$ cat src/rtl/riscv_mmio_pkg.sv
// riscv_mmio_pkg: region tag and word offsets of the MMIO register map
package riscv_mmio_pkg;
    localparam logic [3:0] MMIO_REGION = 4'h8;
    localparam logic [3:0] UART_CTRL   = 4'h0;
    localparam logic [3:0] UART_RX     = 4'h1;
    localparam logic [3:0] UART_TX     = 4'h2;
    localparam logic [3:0] CYC_CNT     = 4'h4;
    localparam logic [3:0] INST_CNT    = 4'h5;
    localparam logic [3:0] CNT_CLR     = 4'h6;
    localparam logic [3:0] STATUS      = 4'h7;
endpackage

$ cat src/rtl/riscv_mmio_sync_fifo.sv
// sync_fifo: single-clock FIFO whose full/empty come from a separate occupancy count
module sync_fifo #(
    parameter int WIDTH = 8,
    parameter int DEPTH = 8
) (
    input  logic                     clk,
    input  logic                     rst,
    input  logic                     push,
    input  logic                     pop,
    input  logic [WIDTH-1:0]         din,
    output logic [WIDTH-1:0]         dout,
    output logic                     full,
    output logic                     empty,
    output logic [$clog2(DEPTH):0]   count
);
    localparam int AW = $clog2(DEPTH);
    logic [WIDTH-1:0] r_mem [DEPTH];
    logic [AW-1:0]    r_wp;
    logic [AW-1:0]    r_rp;
    logic [AW:0]      r_cnt;
    logic             w_push;
    logic             w_pop;
    assign full   = r_cnt == (AW+1)'(DEPTH);
    assign empty  = r_cnt == '0;
    assign w_push = push && !full;
    assign w_pop  = pop && !empty;
    assign dout   = r_mem[r_rp];
    assign count  = r_cnt;
    always_ff @(posedge clk) begin
        if (rst) begin
            r_wp  <= '0;
            r_rp  <= '0;
            r_cnt <= '0;
        end else begin
            if (w_push) begin
                r_mem[r_wp] <= din;
                r_wp        <= r_wp + 1'b1;
            end
            if (w_pop) r_rp <= r_rp + 1'b1;
            r_cnt <= r_cnt + (AW+1)'(w_push) - (AW+1)'(w_pop);
        end
    end
endmodule

$ cat src/rtl/riscv_mmio.sv
// riscv_mmio: MEM-stage I/O region with UART FIFOs, cycle/instret counters and registered read data
module riscv_mmio
    import riscv_mmio_pkg::*;
#(
    parameter int FIFO_DEPTH = 8,
    parameter int CNT_W      = 32
) (
    input  logic        clk,
    input  logic        rst,
    input  logic        en,
    input  logic [3:0]  we,
    input  logic [31:0] addr,
    input  logic [31:0] din,
    output logic [31:0] dout,
    input  logic        inst_retired,
    output logic [7:0]  uart_tx_data,
    output logic        uart_tx_valid,
    input  logic        uart_tx_ready,
    input  logic [7:0]  uart_rx_data,
    input  logic        uart_rx_valid,
    output logic        uart_rx_ready
);
    localparam int CW = $clog2(FIFO_DEPTH) + 1;
    logic [3:0]       w_off;
    logic             w_rd, w_wr, w_clr, w_ovf_clr;
    logic             w_tx_push, w_tx_full, w_tx_empty;
    logic             w_rx_pop, w_rx_full, w_rx_empty;
    logic [7:0]       w_rx_head;
    logic [CW-1:0]    w_tx_cnt, w_rx_cnt;
    logic [31:0]      w_rdata;
    logic             w_unused;
    logic [CNT_W-1:0] r_cyc, r_inst;
    logic             r_tx_ovf;
    logic [31:0]      r_dout;
    assign w_off         = addr[5:2];
    assign w_unused      = &{1'b0, addr[31:6], addr[1:0]};
    assign w_rd          = en && we == '0;
    assign w_wr          = en && we != '0;
    assign w_tx_push     = w_wr && w_off == UART_TX;
    assign w_clr         = w_wr && w_off == CNT_CLR;
    assign w_ovf_clr     = w_wr && w_off == STATUS;
    assign w_rx_pop      = w_rd && w_off == UART_RX;
    assign uart_tx_valid = !w_tx_empty;
    assign uart_rx_ready = !rst && !w_rx_full;
    assign dout          = r_dout;
    sync_fifo #(.WIDTH(8), .DEPTH(FIFO_DEPTH)) u_tx (
        .clk(clk), .rst(rst), .push(w_tx_push), .pop(uart_tx_valid && uart_tx_ready),
        .din(din[7:0]), .dout(uart_tx_data), .full(w_tx_full), .empty(w_tx_empty), .count(w_tx_cnt)
    );
    sync_fifo #(.WIDTH(8), .DEPTH(FIFO_DEPTH)) u_rx (
        .clk(clk), .rst(rst), .push(uart_rx_valid && uart_rx_ready), .pop(w_rx_pop),
        .din(uart_rx_data), .dout(w_rx_head), .full(w_rx_full), .empty(w_rx_empty), .count(w_rx_cnt)
    );
    always_comb begin
        w_rdata = '0;
        case (w_off)
            UART_CTRL: w_rdata = {30'b0, !w_rx_empty, !w_tx_full};
            UART_RX:   w_rdata = w_rx_empty ? 32'h0 : {24'b0, w_rx_head};
            CYC_CNT:   w_rdata = 32'(r_cyc);
            INST_CNT:  w_rdata = 32'(r_inst);
            STATUS:    w_rdata = {8'(w_tx_cnt), 8'(w_rx_cnt), 15'b0, r_tx_ovf};
            default:   w_rdata = '0;
        endcase
    end
    always_ff @(posedge clk) begin
        if (rst) begin
            r_cyc    <= '0;
            r_inst   <= '0;
            r_tx_ovf <= 1'b0;
            r_dout   <= '0;
        end else begin
            r_cyc    <= w_clr ? '0 : r_cyc + CNT_W'(1);
            r_inst   <= w_clr ? '0 : r_inst + CNT_W'(inst_retired);
            // an overflow in the same cycle as a clear still gets recorded
            r_tx_ovf <= (w_tx_push && w_tx_full) || (r_tx_ovf && !w_ovf_clr);
            if (w_rd) r_dout <= w_rdata;
        end
    end
endmodule

$ cat config.mk
export PLATFORM = sky130hd
export DESIGN_NAME = riscv_mmio
export DESIGN_NICKNAME = d
export VERILOG_FILES = /design/src/rtl/riscv_mmio_pkg.sv /design/src/rtl/riscv_mmio_sync_fifo.sv /design/src/rtl/riscv_mmio.sv
export SDC_FILE = /design/constraint.sdc
export NUM_CORES = 1
export LEC_CHECK = 0
export ABC_AREA = 1
export CORE_MARGIN = 5
export CORE_UTILIZATION = 45
export DETAILED_ROUTE_END_ITERATION = 6
export PLACE_DENSITY_LB_ADDON = 0.2
export SLEW_MARGIN = 20
export SYNTH_ARGS = -nofsm -noshare
export SYNTH_HDL_FRONTEND = slang
export SYNTH_SLANG_ARGS = --single-unit
$ cat constraint.sdc
create_clock -name clk -period 2.8 [get_ports clk]
set_input_delay 0.28 -clock clk [delete_from_list [all_inputs] [get_ports clk]]
set_output_delay 0.28 -clock clk [all_outputs]
set_load 0.01 [all_outputs]
==> results.yml <==
place:
  gp_congestion: 0.914
  numPortBuffers: 71
  dp_hpwl_mm: 19.5
logic_synthesis:
  postSynthCellCount: 1277
  synth_cell_types: 45
  synthMuxAreaShare_pct: 0
  synth-compound-area-share_pct: 11.7
  avgSynthCellArea_um2: 8.82
  synth-xor-area-share_pct: 0.777
  synth_fa_ha_area_share_pct: 2.47
  synthesis.nets: 1380
  netlist_area_um2: 11300
  synth_top_family_by_area: "simple AND/OR/NAND/NOR gates"
  ys_seq_area_share_pct: 56.0
  ys_ff_latch: 251
  synth_simple_gate_area_share_pct: 22.5
  yosys_warnings: 0
global_route:
  grt-ovfl-total: 0
  grt_usage_pct: 19.5
  grt_max_degree: 46
  antenna_found_initial: 0
  met1_usage_pct: 28.6
  grt_pass1_wl_mm: 44.8
  met2_usage_pct: 29.7
  grt_pass1_vias: 8436
  top_usage_layer: "met2"
  met3_usage_pct: 3.17
floorplanning:
  die_area_um2: 28300
  coreArea_um2: 24900
  die_h_um: 168
  die_w_um: 168
  start_util_pct: 45.3
  fp-row-count: 58
  ios: 124
clock_network:
  ctsRootBufferMaster: "clkbuf_16"
  cts.sinks: 251
  hold_buffers: 0
  clockBufferDepth: 3
  cts_buffers: 27
  cts_tree: "yes"
  cts.clk_slew.worst_paths_ps: 60
  htree_num_levels: 1
  worstSkewPairLatency_ps: 540
sta:
  skew_ps: 14.0
  holdWs_ps: 195
  finalSetupTns_ps: 0
  worst_pin_slew_ps: 604
  finalCritPeriodShare_pct: 93.2
  finalSetupViolations: 0
  relSlewSlack_pct: 59.7
  timing_max_transition_violations_final: 0
  clock.fmax_ghz: 0.383
  hold_viol_final: 0
  grt_setup_unrepaired: "no"
  period_needed_ps: 2610
final_layout:
  diodes: 0
  final_cell_mix: "233 x nand2_1, 189 x nor2_1, 128 x edfxtp_1"
  multi_input_area_um2: 4220
  fillers: 2290
  drive_gt1_share_pct: 10.7
  mostFrequentLayoutCell: "nand2_1"
  area_delta_synth_final_pct: 19.0
  finalNetCount: 1479
  final-seq-area_um2: 6310
route:
  antenna_left: 0
  routed_wl_mm: 28.0
  drt_iter0_drc: 753
  viasPerCell: 5.17
  drc: 0
  wl_per_cell_um: 16.2
  vias: 8930
  dr.pass1.iters: 5
critical_path:
  end_kind: "output pin"
  crit_required_ps: 2520
  startpoint_type: "flop"
  crit_type: "flop to output pin"
  crit_arrival_ps: 2330
  path_max_fanout: 11
status:
  status: "finished clean"
power:
  power_density_nw_per_um2: 651
  ir_drop_mv: 0.471
  p_leak_nw: 4.67
job:
  drv_cap: 0
min_path:
  worst_hold_path_type: "primary input to flop"
synth_stat cells (all sizes together):
library cell	instances	area [um2]
a211oi	2	15.0
a21oi	85	437
a22o	1	8.76
a31oi	9	56.3
and2	1	6.26
and3	1	6.26
buf	17	103
clkbuf	26	97.6
clkinv	1	3.75
dfxtp	123	2460
edfxtp	128	3840
fa	2	40.0
ha	19	238
inv	143	537
nand2	239	922
nand3	58	305
nand4	11	90.1
nor2	198	800
nor3	42	257
nor3b	8	95.1
nor4	5	31.3
o211ai	14	105
o21a	2	15.0
o21ai	96	480
o22ai	33	206
or2	3	18.8
xor2	10	87.6
repair_timing:
| action | 4_1_cts | 5_1_grt |
|---|---|---|
| resized for setup | 1 | 2 |
| endpoints found under the setup margin | 6 | 7 |
| buffers inserted | 0 | 1 |
worst max-delay path, cell delays in order, from the launching register on:
cell and delay, ps:
dfxtp_4 390, clkinvlp_4 120, buf_4 140, nor2_1 40
o22ai_1 160, nor2_1 60, a31oi_1 290, clkdlybuf4s50_1 600
flip-flops by register name, summed over array words and instances (netlist names), named ones only:
name / flops
u_rx.r_wp: 3
u_tx.r_mem: 64
r_tx_ovf: 1
u_rx.count: 4
r_inst: 32
u_tx.count: 4
r_cyc: 32
dout: 32
u_rx.r_mem: 64
u_rx.r_rp: 3
u_tx.r_rp: 3
u_tx.r_wp: 3
path summary, 6_finish.rpt:
| path | slack, ps | end | start | cells after the start |
|---|---|---|---|---|
| worst min-delay path | 190 | u_rx.r_wp[1]$_SDFFE_PP0N_ | rst | 4 |
| worst max register to register | 480 | u_rx.count[2]$_SDFF_PP0_ | u_rx.count[2]$_SDFF_PP0_ | 13 |
| worst min register to register | 450 | flop | u_tx.r_rp[2]$_SDFFE_PP0P_ | 1 |
| worst max-delay path | 190 | uart_tx_data[7] | flop | 7 |
layout make-up:
class	count	share of cell area [%]
inverter	144	4.06
timing repair buffer	113	7.62
sequential	251	47.1
tap	330	3.08
multi-input combinational	839	31.5
clock inverter	19	1.42
clock buffer	30	5.27
stage by stage:
stage	cells	total power, mW	area (um2)	worst slack [ps]	utilization, %
CTS	1725	8.81	13400	15.9	53.8
global route	1726	9.12	13400	42.2	53.9
finish	1726	8.73	13400	190	53.9
detailed placement	1676	5.25	12500	107	50.2
floorplan	1277	4.75	11300	592	-
global placement	1676	5.22	12500	154	50.2
power by group:
group | internal, mW | switching, mW
clock | 2.10 | 1.47
combinational | 0.493 | 0.658
sequential | 3.95 | 0.0629
logic make-up (layout without fill, tap and decap cells):
group	Yosys count	after routing
AO/OA/AOI/OAI	242	242
XOR/XNOR	10	10
adder cells (fa/ha/maj)	21	21
buffers and inverters	187	306
flip-flops	251	251
AND/OR/NAND/NOR	566	566
layer usage:
metal / wire (um) / up-vias
met5: 0 / -
met4: 860 / 0
met3: 1660 / 49
met2: 12000 / 242
met1: 13500 / 4151
li1: - / 4488
(Power assumes the default switching activity.)
